$ cat config.mk
export PLATFORM = sky130hd
export DESIGN_NAME = serial_link_flat
export DESIGN_NICKNAME = d
export VERILOG_FILES = /design/src/rtl/serial_link_if.sv /design/src/rtl/serial_link.sv /design/src/flat_wrapper.sv
export SDC_FILE = /design/constraint.sdc
export NUM_CORES = 1
export LEC_CHECK = 0
export CAP_MARGIN = 10
export CORE_UTILIZATION = 40
export CTS_CLUSTER_DIAMETER = 40
export DETAILED_ROUTE_END_ITERATION = 6
export PLACE_DENSITY = 0.65
export SYNTH_ARGS = -nofsm -noshare
export SYNTH_HDL_FRONTEND = slang
export SYNTH_SLANG_ARGS = --single-unit
$ cat constraint.sdc
create_clock -name clock -period 3.2 [get_ports clock]
set_input_delay 0.48 -clock clock [delete_from_list [all_inputs] [get_ports clock]]
set_output_delay 0.48 -clock clock [all_outputs]
set_load 0.005 [all_outputs]
$ cat src/rtl/serial_link_if.sv
// ---------------------------------------------------------------------------
// serial_link_if
//   CPU-side I/O bus between the MMU chip-select logic and the serial port
//   controller (SB at 0xFF01, SC at 0xFF02).
//
//   Signals:
//     cs    - chip select for the 0xFF01..0xFF02 window
//     rd_n  - active-low read strobe
//     wr_n  - active-low write strobe
//     A     - 16-bit CPU address
//     Di    - CPU write data
//     Do    - read data returned by the serial port
//
//   Modports:
//     master - the MMU / CPU side (drives strobes, address and write data)
//     slave  - the serial port (returns read data)
// ---------------------------------------------------------------------------
interface serial_link_if;
    logic        cs;
    logic        rd_n;
    logic        wr_n;
    logic [15:0] A;
    logic [7:0]  Di;
    logic [7:0]  Do;

    modport master (
        output cs,
        output rd_n,
        output wr_n,
        output A,
        output Di,
        input  Do
    );

    modport slave (
        input  cs,
        input  rd_n,
        input  wr_n,
        input  A,
        input  Di,
        output Do
    );
endinterface

$ cat src/rtl/serial_link.sv
// ---------------------------------------------------------------------------
// serial_link
//   Game Boy serial port controller implementing SB (0xFF01) and SC (0xFF02).
//   One byte is shifted out on sout (MSB first) while one byte is shifted in
//   from sin, clocked either by an internal divider or by an external serial
//   clock. Completion raises int_req, which holds until int_ack.
//
//   Parameters:
//     CLK_DIV  - system clocks per internal serial bit period (even, >= 64)
//
//   Ports:
//     clock     - system clock, rising-edge active
//     reset     - asynchronous, active-high reset
//     bus       - CPU I/O bus (serial_link_if.slave): cs, rd_n, wr_n, A, Di, Do
//     int_req   - serial interrupt request
//     int_ack   - interrupt acknowledge, clears int_req
//     sclk_in   - external serial clock (asynchronous)
//     sclk_out  - serial clock driven in internal-clock mode
//     sclk_oe   - high when sclk_out drives the link
//     sin       - serial data in (asynchronous)
//     sout      - serial data out
//
//   Optional feature macro: SERIAL_FAST_CLOCK_EN
//     When defined, SC bit1 (fast) is stored and shortens the internal bit
//     period to CLK_DIV/32. When undefined, bit1 is not stored and reads 1.
// ---------------------------------------------------------------------------
module serial_link #(
    parameter int CLK_DIV = 512
) (
    input  logic         clock,
    input  logic         reset,
    serial_link_if.slave bus,
    output logic         int_req,
    input  logic         int_ack,
    input  logic         sclk_in,
    output logic         sclk_out,
    output logic         sclk_oe,
    input  logic         sin,
    output logic         sout
);

    localparam int DIV_W = $clog2(CLK_DIV);
    localparam logic [DIV_W-1:0] SLOW_LAST = DIV_W'(CLK_DIV - 1);
    localparam logic [DIV_W-1:0] SLOW_HALF = DIV_W'(CLK_DIV / 2);
`ifdef SERIAL_FAST_CLOCK_EN
    localparam logic [DIV_W-1:0] FAST_LAST = DIV_W'(CLK_DIV / 32 - 1);
    localparam logic [DIV_W-1:0] FAST_HALF = DIV_W'(CLK_DIV / 64);
`endif

    typedef enum logic [1:0] {
        IDLE,
        XFER,
        DONE
    } state_t;

    state_t           state;
    logic [7:0]       sb;
    logic             start;
    logic             clk_sel;
`ifdef SERIAL_FAST_CLOCK_EN
    logic             fast;
`endif
    logic [3:0]       bit_cnt;
    logic [DIV_W-1:0] divider;

    logic sclk_s1;
    logic sclk_s2;
    logic sclk_prev;
    logic sin_s1;
    logic sin_s2;

    logic             wr_sb;
    logic             wr_sc;
    logic             rd_en;
    logic [7:0]       sc_value;
    logic [DIV_W-1:0] last_cnt;
    logic [DIV_W-1:0] half_cnt;
    logic [DIV_W-1:0] div_next;
    logic             int_rise;
    logic             int_wrap;
    logic [3:0]       bits_after;
    logic [7:0]       sb_shift;
    logic             ext_rise;
    logic             ext_fall;

`ifdef SERIAL_FAST_CLOCK_EN
    logic unused_di;
    assign unused_di = ^bus.Di[6:2];
`else
    logic unused_di;
    assign unused_di = ^bus.Di[6:1];
`endif

    assign wr_sb = bus.cs && !bus.wr_n && (bus.A == 16'hFF01);
    assign wr_sc = bus.cs && !bus.wr_n && (bus.A == 16'hFF02);
    assign rd_en = bus.cs && !bus.rd_n;

    assign sclk_oe = clk_sel;

`ifdef SERIAL_FAST_CLOCK_EN
    assign sc_value = {start, 5'b11111, fast, clk_sel};
`else
    assign sc_value = {start, 6'b111111, clk_sel};
`endif

    // Read data is purely combinational; anything outside the two registers
    // (or no active read) floats the bus high.
    always_comb begin
        bus.Do = 8'hFF;
        if (rd_en) begin
            if (bus.A == 16'hFF01) begin
                bus.Do = sb;
            end else if (bus.A == 16'hFF02) begin
                bus.Do = sc_value;
            end
        end
    end

    // Internal bit period: the low half of the divider drives sclk_out low,
    // the high half drives it high.
    always_comb begin
        last_cnt = SLOW_LAST;
        half_cnt = SLOW_HALF;
`ifdef SERIAL_FAST_CLOCK_EN
        if (fast) begin
            last_cnt = FAST_LAST;
            half_cnt = FAST_HALF;
        end
`endif
    end

    // The shift and the falling-edge sout update can coincide on very short
    // periods, so the post-shift byte and bit count are computed up front.
    assign div_next   = (divider == last_cnt) ? '0 : divider + 1'b1;
    assign int_rise   = (divider == half_cnt);
    assign int_wrap   = (divider == last_cnt);
    assign bits_after = bit_cnt + {3'b000, int_rise};
    assign sb_shift   = {sb[6:0], sin_s2};
    assign ext_rise   = sclk_s2 && !sclk_prev;
    assign ext_fall   = !sclk_s2 && sclk_prev;

    // Main controller. Synchronisers run every cycle; an SC write always wins
    // over transfer progress (it either restarts or aborts). In internal mode
    // the transfer finishes at the end of the 8th bit period so the partner
    // sees a complete final clock high phase; in external mode it finishes on
    // the 8th synchronised rising edge. Completion has priority over int_ack.
    always_ff @(posedge clock or posedge reset) begin
        if (reset) begin
            state     <= IDLE;
            sb        <= 8'h00;
            start     <= 1'b0;
            clk_sel   <= 1'b0;
`ifdef SERIAL_FAST_CLOCK_EN
            fast      <= 1'b0;
`endif
            int_req   <= 1'b0;
            bit_cnt   <= 4'd0;
            divider   <= '0;
            sout      <= 1'b1;
            sclk_out  <= 1'b1;
            sclk_s1   <= 1'b1;
            sclk_s2   <= 1'b1;
            sclk_prev <= 1'b1;
            sin_s1    <= 1'b1;
            sin_s2    <= 1'b1;
        end else begin
            sclk_s1   <= sclk_in;
            sclk_s2   <= sclk_s1;
            sclk_prev <= sclk_s2;
            sin_s1    <= sin;
            sin_s2    <= sin_s1;

            if (int_ack) begin
                int_req <= 1'b0;
            end

            if (wr_sb && (state != XFER)) begin
                sb <= bus.Di;
            end

            if (wr_sc) begin
                start   <= bus.Di[7];
                clk_sel <= bus.Di[0];
`ifdef SERIAL_FAST_CLOCK_EN
                fast    <= bus.Di[1];
`endif
                bit_cnt <= 4'd0;
                divider <= '0;
                if (bus.Di[7]) begin
                    state    <= XFER;
                    sout     <= sb[7];
                    sclk_out <= !bus.Di[0];
                end else begin
                    state    <= IDLE;
                    sout     <= 1'b1;
                    sclk_out <= 1'b1;
                end
            end else begin
                case (state)
                    IDLE: begin
                    end
                    XFER: begin
                        if (clk_sel) begin
                            divider  <= div_next;
                            sclk_out <= (div_next >= half_cnt);
                            if (int_rise) begin
                                sb      <= sb_shift;
                                bit_cnt <= bits_after;
                            end
                            if (int_wrap) begin
                                if (bits_after == 4'd8) begin
                                    state    <= DONE;
                                    start    <= 1'b0;
                                    int_req  <= 1'b1;
                                    bit_cnt  <= 4'd0;
                                    divider  <= '0;
                                    sout     <= 1'b1;
                                    sclk_out <= 1'b1;
                                end else begin
                                    sout <= int_rise ? sb_shift[7] : sb[7];
                                end
                            end
                        end else begin
                            if (ext_fall) begin
                                sout <= sb[7];
                            end
                            if (ext_rise) begin
                                sb <= sb_shift;
                                if (bit_cnt == 4'd7) begin
                                    state    <= DONE;
                                    start    <= 1'b0;
                                    int_req  <= 1'b1;
                                    bit_cnt  <= 4'd0;
                                    divider  <= '0;
                                    sout     <= 1'b1;
                                    sclk_out <= 1'b1;
                                end else begin
                                    bit_cnt <= bit_cnt + 4'd1;
                                end
                            end
                        end
                    end
                    DONE: begin
                        state <= IDLE;
                    end
                    default: begin
                        state <= IDLE;
                    end
                endcase
            end
        end
    end

endmodule

$ cat src/flat_wrapper.sv
// flat-port wrapper written by rule: the top's interface ports become plain ports
module serial_link_flat 
#(
    parameter int CLK_DIV = 512
)
  (clock, reset, int_req, int_ack, sclk_in, sclk_out, sclk_oe, sin, sout, bus_cs, bus_rd_n, bus_wr_n, bus_A, bus_Di, bus_Do);
  serial_link_if bus_i ();
  input  logic clock;
  input  logic reset;
  output logic int_req;
  input  logic int_ack;
  input  logic sclk_in;
  output logic sclk_out;
  output logic sclk_oe;
  input  logic sin;
  output logic sout;
  input wire logic [$bits(bus_i.cs)-1:0] bus_cs;
  input wire logic [$bits(bus_i.rd_n)-1:0] bus_rd_n;
  input wire logic [$bits(bus_i.wr_n)-1:0] bus_wr_n;
  input wire logic [$bits(bus_i.A)-1:0] bus_A;
  input wire logic [$bits(bus_i.Di)-1:0] bus_Di;
  output wire logic [$bits(bus_i.Do)-1:0] bus_Do;
  assign bus_i.cs = bus_cs;
  assign bus_i.rd_n = bus_rd_n;
  assign bus_i.wr_n = bus_wr_n;
  assign bus_i.A = bus_A;
  assign bus_i.Di = bus_Di;
  assign bus_Do = bus_i.Do;
  serial_link #(.CLK_DIV(CLK_DIV)) u_core (.clock(clock), .reset(reset), .bus(bus_i), .int_req(int_req), .int_ack(int_ack), .sclk_in(sclk_in), .sclk_out(sclk_out), .sclk_oe(sclk_oe), .sin(sin), .sout(sout));
endmodule
Word level (Yosys, flattened, before mapping)
Index checks and enable logic that the tools add are counted.
{"block": "word_totals", "out_inout_bits": 12, "n_memories": 0, "in_bits": 32, "mem_bits_rw": 0, "latch_bits": 0, "ff_bits": 33, "elab_cells": 120, "rom_bits": 0}
{"block": "op_classes", "div_mod_pow": 0, "magnitude_cmp": 1, "add_sub_neg": 3, "multipliers": 0, "eq_ne": 15, "muxes": 66, "reduce_logical": 21, "bitwise": 0, "n_shift": 0}
{"operator": "$mux W8", "count": 9}
{"operator": "$mux W9", "count": 8}
{"operator": "$mux W1", "count": 34}
{"operator": "$eq A16 B16 Y1 const B", "count": 2}
{"operator": "$mux W4", "count": 8}
{"operator": "$eq A9 B9 Y1 const B", "count": 2}
{"operator": "$mux W2", "count": 6}
{"operator": "$reduce_and A5 Y1", "count": 2}
{"operator": "$add A9 B1 Y9 const B", "count": 1}
{"operator": "$ge A9 B9 Y1 const B", "count": 1}
{"operator": "$ne A4 B1 Y1 const B", "count": 2}
{"operator": "$ne A4 B4 Y1 const B", "count": 2}
{"operator": "$logic_and A1 B1 Y1", "count": 7}
{"operator": "$ne A3 B3 Y1 const B", "count": 2}
{"operator": "$reduce_bool A3 Y1", "count": 2}
{"operator": "$logic_not A1 Y1", "count": 5}
{"operator": "$add A4 B1 Y4", "count": 1}
{"operator": "$add A4 B1 Y4 const B", "count": 1}
{"operator": "$eq A4 B3 Y1 const B", "count": 1}
{"operator": "$eq A4 B4 Y1 const B", "count": 1}
{"operator": "$ne A2 B1 Y1 const B", "count": 2}
{"operator": "$pmux W2 S2", "count": 1}
{"operator": "$reduce_and A2 Y1", "count": 2}
{"operator": "$reduce_and A3 Y1", "count": 1}
{"operator": "other kinds (3)", "count": 3}

Depth between registers and ports, before layout
{"block": "logic_depth", "word_depth": 9, "depth_mapped": 12, "depth_no_buf": 11}

Least setup slack after synthesis
OpenSTA, ideal clock, no wires.
{"block": "synth_timing", "path_kind": "register -> register", "startpoint": "register u_core.divider[0]", "endpoint": "register u_core.int_req", "setup_slack_ns": 0.641, "path_buffers": 1, "synth_period_minus_slack_ns": 2.559, "arrival_time_ns": 2.495, "setup_time_ns": 0.064, "stages_incl_launch_ff": 13, "required_time_ns": 3.136, "path_cell_list": "dfrtp_1 -> inv_1 -> ha_1 -> nor4b_2 -> and4b_1 -> buf_6 -> ha_1 -> ha_1 -> nor2_1 -> nand2_1 -> o31ai_1 -> nor3b_1 -> a21o_1"}
{"block": "synth_between", "elab_chain_cells": 8, "elab_cells_between_ends": 9, "cone_classes": "add/sub: 1; eq/ne: 3; mux: 5"}
{"item": "start, declared", "line_no": "serial_link.sv:64", "rtl": "logic [DIV_W-1:0] divider;"}
{"item": "start signal, assigned", "line_no": "serial_link.sv:204", "rtl": "divider <= div_next;"}
{"item": "$eq A9 B9 Y1", "line_no": "serial_link.sv:135", "rtl": "assign int_rise = (divider == half_cnt);"}
{"item": "$add A4 B1 Y4", "line_no": "serial_link.sv:137", "rtl": "assign bits_after = bit_cnt + {3'b000, int_rise};"}
{"item": "$eq A4 B4 Y1", "line_no": "serial_link.sv:211", "rtl": "if (bits_after == 4'd8) begin"}
{"item": "$mux W1", "line_no": "serial_link.sv:211"}
{"item": "$mux W1 *", "line_no": "serial_link.sv:210", "rtl": "if (int_wrap) begin"}
{"item": "$mux W1 *", "line_no": "serial_link.sv:203", "rtl": "if (clk_sel) begin"}
{"item": "$mux W1 *", "line_no": "serial_link.sv:199", "rtl": "case (state)"}
{"item": "$mux W1 *", "line_no": "serial_link.sv:181", "rtl": "if (wr_sc) begin"}
{"item": "end signal, assigned", "line_no": "serial_link.sv:174", "rtl": "int_req <= 1'b0;"}
{"item": "end signal, assigned", "line_no": "serial_link.sv:214", "rtl": "int_req <= 1'b1;"}
{"item": "end signal, assigned", "line_no": "serial_link.sv:232", "rtl": "int_req <= 1'b1;"}
{"item": "end, declared", "line_no": "serial_link.sv:33", "rtl": "output logic int_req,"}
Mark *: on every way between the ends. The rest lies on a longest branch, timed or not.
A chain may end at the register's enable or synchronous reset.

Worst setup path in the final report
{"block": "layout_timing", "startpoint": "input port bus_A[14]", "endpoint": "output port bus_Do[3]"}
{"block": "layout_between", "elab_chain_cells": 3}
{"item": "start, declared", "line_no": "flat_wrapper.sv:20", "rtl": "input wire logic [$bits(bus_i.A)-1:0] bus_A;"}
{"item": "$eq A16 B16 Y1", "line_no": "serial_link.sv:111", "rtl": "if (bus.A == 16'hFF01) begin"}
{"item": "$mux W8", "line_no": "serial_link.sv:111"}
{"item": "$mux W8", "line_no": "serial_link.sv:110", "rtl": "if (rd_en) begin"}
{"item": "end, declared", "line_no": "flat_wrapper.sv:22", "rtl": "output wire logic [$bits(bus_i.Do)-1:0] bus_Do;"}
No other way between the ends.

==> summary.txt <==
number of hold violations in the final report: 0
clock group share of total power: 0.384
TritonCTS Sinks: 33
switching share of power: 0.255
first-pass GRT wire length: 7910 um
first-iteration detailed-routing DRC count: 77
element type at the critical path end: primary output
setup tns final: 0 ns
Worst Path Required: 2.72 ns
global-route usage over all layers: 0.192
Syn Nets: 258
Period minus WS final: 3.00 ns
count of instances resized after the clock tree is built: 0
iteration count of the initial detailed-routing pass: 4
terminating pin of the worst hold path: u_core.sin_s2$_DFF_PP1_
area of the core: 4850 um2
simple logic cell fraction of the synthesized area: 0.254
internal power: 776 uW
synthesized area divided by synthesized cell count: 9.47 um2
achievable frequency: 333 MHz
YS warnings: 0
area share of fa/ha/maj cells after synthesis: 0.0422
half-perimeter wire length of the detailed placement result: 3560 um
ratio of final minimum period to clock period: 0.939
share of synthesized area occupied by flip-flops and latches: 0.403
CTS Buf Count: 5
Hold Path Class: flip-flop to flip-flop
layout cells sized above 1: 0.190
buffers inserted by post-CTS timing repair: 0
sum of routed wire length over all layers: 4700 um
length in cells of the worst reg-to-reg path: 11
arrival time at the worst endpoint: 2.52 ns
startpoint class of the critical path: primary input
CP max FO: 6
met1 global-route usage: 0.268
Unique masters post-synth: 46
post-synthesis cell count: 219
Max Cap Violations: 0
synthesized-area fraction occupied by ao, oa, aoi and oai cells: 0.146
maximum number of pins on one net before global-route repair: 34
overall via count from detail_route: 1763
Main synth FF type: sky130_fd_sc_hd__dfrtp_1
grt ovf: 0
Leakage: 1.16 nW
maximum buffer depth of the clock tree: 2
maximum clock skew at final layout: 0.00763 ns
per-cell routed wire length: 14.0 um
number of global-route vias before repair: 1685
global-route met2 utilization: 0.302
count of final max-slew check failures: 0
Critical R2R Capture: u_core.int_req$_DFF_PP0_
GP Congestion: 0.868
Hold Path Cell Cnt: 0
register clock-pin slew on the reported worst setup and hold paths: 0.07 ns
met3 Resource Use GR: 0.0379
power density cells: 385 nW/um2
number of buffers inserted by port buffering: 43
setup repair after global routing missed its margin: no
Comb power frac: 0.128
number of flops mapped to enable cells by yosys: 0
number of antenna violations at the first check in global routing: 0
overall die area: 5480 um2
Relative slew margins: 0.522
Most Crowded Layer GR: met2
fill cell instance count of the final layout: 424
synth-to-layout area growth: 30.5%
count of hold-fix buffers inserted at cts: 0
FF+latch count, synth: 33
Mapped Area: 2070 um2
actual transition at the worst max-transition pin: 0.709 ns
TritonCTS clock tree: yes
Antenna Nets Post-Route: 0
Die H: 74.0 um
minimum setup slack among reg-to-reg paths: 0.36 ns
nets@finish: 306
Reg-to-Reg Start: u_core.divider[0]$_DFFE_PP0P_
launch instance of the worst min-delay path: u_core.sin_s1$_DFF_PP1_
result of the run: finished clean
via density per instance: 5.26
clk_lat worst skew: 0.29 ns
# DRC: 0
CTS root buf: sky130_fd_sc_hd__clkbuf_8
number of failing setup endpoints in the final timing report: 0
Seq pwr share: 0.487
deepest level of the CTS H-tree: 2
worst supply voltage drop on vdd: 0.000238 V
worst setup path category: primary input to primary output
Net Sw Power: 266 uW
placement row count: 25
Die X-Extent: 74.0 um
number of antenna repair diodes: 0
dominant combinational cell family by area after synthesis: simple AND/OR/NAND/NOR gates
Initial Util: 0.428
multiplexer share of the synthesized area: 0.107
synthesized-area fraction occupied by xor and xnor cells: 0.00845
count of boundary I/O pins: 44
Async S/R FF share, synth: 1.00
Total Power Consumption: 1.04 mW
==> registers in the layout, indices dropped and copies added (netlist names), 2 cells and up <==
signal	count
u_core.sb	8
u_core.divider	9
u_core.bit_cnt	4
u_core.state	2
==> cell families after synthesis <==
| group | after synthesis |
|---|---|
| mux | 20 |
| fa+ha+maj | 7 |
| simple gates | 93 |
| buf+inv | 16 |
| compound gates | 48 |
| flops | 33 |
| xor+xnor | 2 |
==> worst max-delay path by stage <==
stage                                  start                  endpoint  slack (ns)  cells past startpoint
6_report                           bus_A[14]                 bus_Do[3]        0.20                      7
3_5_place_dp                       bus_A[14]                 bus_Do[3]        0.08                      7
4_1_cts                            bus_A[14]                 bus_Do[3]        0.07                      7
3_3_place_gp                       bus_A[14]                 bus_Do[3]        0.15                      7
5_1_grt                            bus_A[14]                 bus_Do[4]        0.05                      7
2_1_floorplan  u_core.divider[0]$_DFFE_PP0P_  u_core.int_req$_DFF_PP0_        0.64                     12
==> routing by layer <==
metal  up-vias  share of wire
li1        889              -
met1       844           0.49
met2        23           0.47
met3         7          0.026
met4         0          0.012
met5         -              0
==> layout make-up <==
cell class	count	area (um2)	share of cell area
tap	67	83.8	0.0310
inverter	7	26.3	0.00971
timing repair buffer	50	483	0.178
clock buffer	5	68.8	0.0254
multi-input combinational	170	1160	0.430
clock inverter	3	46.3	0.0171
sequential	33	835	0.308
==> Yosys cell counts, types with 2 or more instances <==
library cell                n  area (um2)
sky130_fd_sc_hd__dfrtp_1   26         651
sky130_fd_sc_hd__nand2_1   20        75.1
sky130_fd_sc_hd__mux2_2    17         191
sky130_fd_sc_hd__a21oi_1   16        80.1
sky130_fd_sc_hd__nor2_1    16        60.1
sky130_fd_sc_hd__o21ai_0   10        50.1
sky130_fd_sc_hd__dfstp_2    7         184
sky130_fd_sc_hd__ha_1       7        87.6
sky130_fd_sc_hd__inv_1      7        26.3
sky130_fd_sc_hd__nand2b_1   7        43.8
sky130_fd_sc_hd__nand3_1    7        35.0
sky130_fd_sc_hd__a31oi_1    6        37.5
sky130_fd_sc_hd__and3_1     6        37.5
sky130_fd_sc_hd__nor2b_1    6        37.5
sky130_fd_sc_hd__or2_2      6        37.5
sky130_fd_sc_hd__buf_2      4        20.0
sky130_fd_sc_hd__nor3_1     4        20.0
sky130_fd_sc_hd__nor4_1     4        25.0
sky130_fd_sc_hd__and4b_1    3        30.0
sky130_fd_sc_hd__mux2i_1    3        30.0
sky130_fd_sc_hd__o31ai_1    3        22.5
sky130_fd_sc_hd__a211o_1    2        17.5
sky130_fd_sc_hd__a21o_1     2        15.0
sky130_fd_sc_hd__and3b_1    2        17.5
sky130_fd_sc_hd__and4_1     2        17.5
sky130_fd_sc_hd__clkbuf_1   2        7.51
sky130_fd_sc_hd__nand4_1    2        12.5
sky130_fd_sc_hd__nand4b_1   2        17.5
sky130_fd_sc_hd__o21a_1     2        15.0
sky130_fd_sc_hd__o22ai_1    2        12.5
==> cell usage in the layout (no fill, tap or decap), types with 3 or more instances in the layout <==
cell type | netlist | final
sky130_fd_sc_hd__a21oi_1 | 16 | 16
sky130_fd_sc_hd__clkdlybuf4s50_1 | 0 | 43
sky130_fd_sc_hd__dfstp_2 | 7 | 7
sky130_fd_sc_hd__inv_1 | 7 | 7
sky130_fd_sc_hd__nand2b_1 | 7 | 7
sky130_fd_sc_hd__buf_4 | 0 | 7
sky130_fd_sc_hd__dfrtp_1 | 26 | 26
sky130_fd_sc_hd__ha_1 | 7 | 7
sky130_fd_sc_hd__and4b_1 | 3 | 3
sky130_fd_sc_hd__nor2b_1 | 6 | 5
sky130_fd_sc_hd__nor3_1 | 4 | 3
sky130_fd_sc_hd__o31ai_1 | 3 | 3
sky130_fd_sc_hd__nand3_1 | 7 | 7
sky130_fd_sc_hd__o21ai_0 | 10 | 10
sky130_fd_sc_hd__or2_2 | 6 | 6
sky130_fd_sc_hd__nor4_1 | 4 | 4
sky130_fd_sc_hd__nand2_1 | 20 | 20
sky130_fd_sc_hd__a31oi_1 | 6 | 6
sky130_fd_sc_hd__mux2i_1 | 3 | 3
sky130_fd_sc_hd__mux2_2 | 17 | 17
sky130_fd_sc_hd__and3_1 | 6 | 6
sky130_fd_sc_hd__nor2_1 | 16 | 16
sky130_fd_sc_hd__clkbuf_8 | 1 | 5
==> critical path, stage by stage <==
cell and delay (ns):
sky130_fd_sc_hd__clkdlybuf4s50_1 0.45, sky130_fd_sc_hd__nor4bb_1 0.31, sky130_fd_sc_hd__nand3_1 0.14, sky130_fd_sc_hd__nor3_2 0.25
sky130_fd_sc_hd__nand2b_1 0.16, sky130_fd_sc_hd__or2_2 0.30, sky130_fd_sc_hd__clkdlybuf4s50_1 0.44
==> power by group through the flow <==
stage	registers [mW]	clock network [mW]	logic, mW
2_1_floorplan	0.502	0	0.0802
3_3_place_gp	0.513	0	0.134
3_5_place_dp	0.514	0	0.135
4_1_cts	0.507	0.413	0.136
5_1_grt	0.516	0.428	0.149
6_report	0.508	0.400	0.134
==> metrics by stage <==
stage	setup WS [ns]	area, um2	utilization	cells	hold slack [ns]
floorplan	0.641	2070	-	219	0.345
global placement	0.146	2590	0.533	327	0.346
detailed placement	0.0752	2590	0.533	327	0.348
CTS	0.0707	2700	0.557	335	0.359
global route	0.0503	2710	0.558	335	0.360
finish	0.196	2710	0.558	335	0.357
Power figures use the tool's default switching activity.
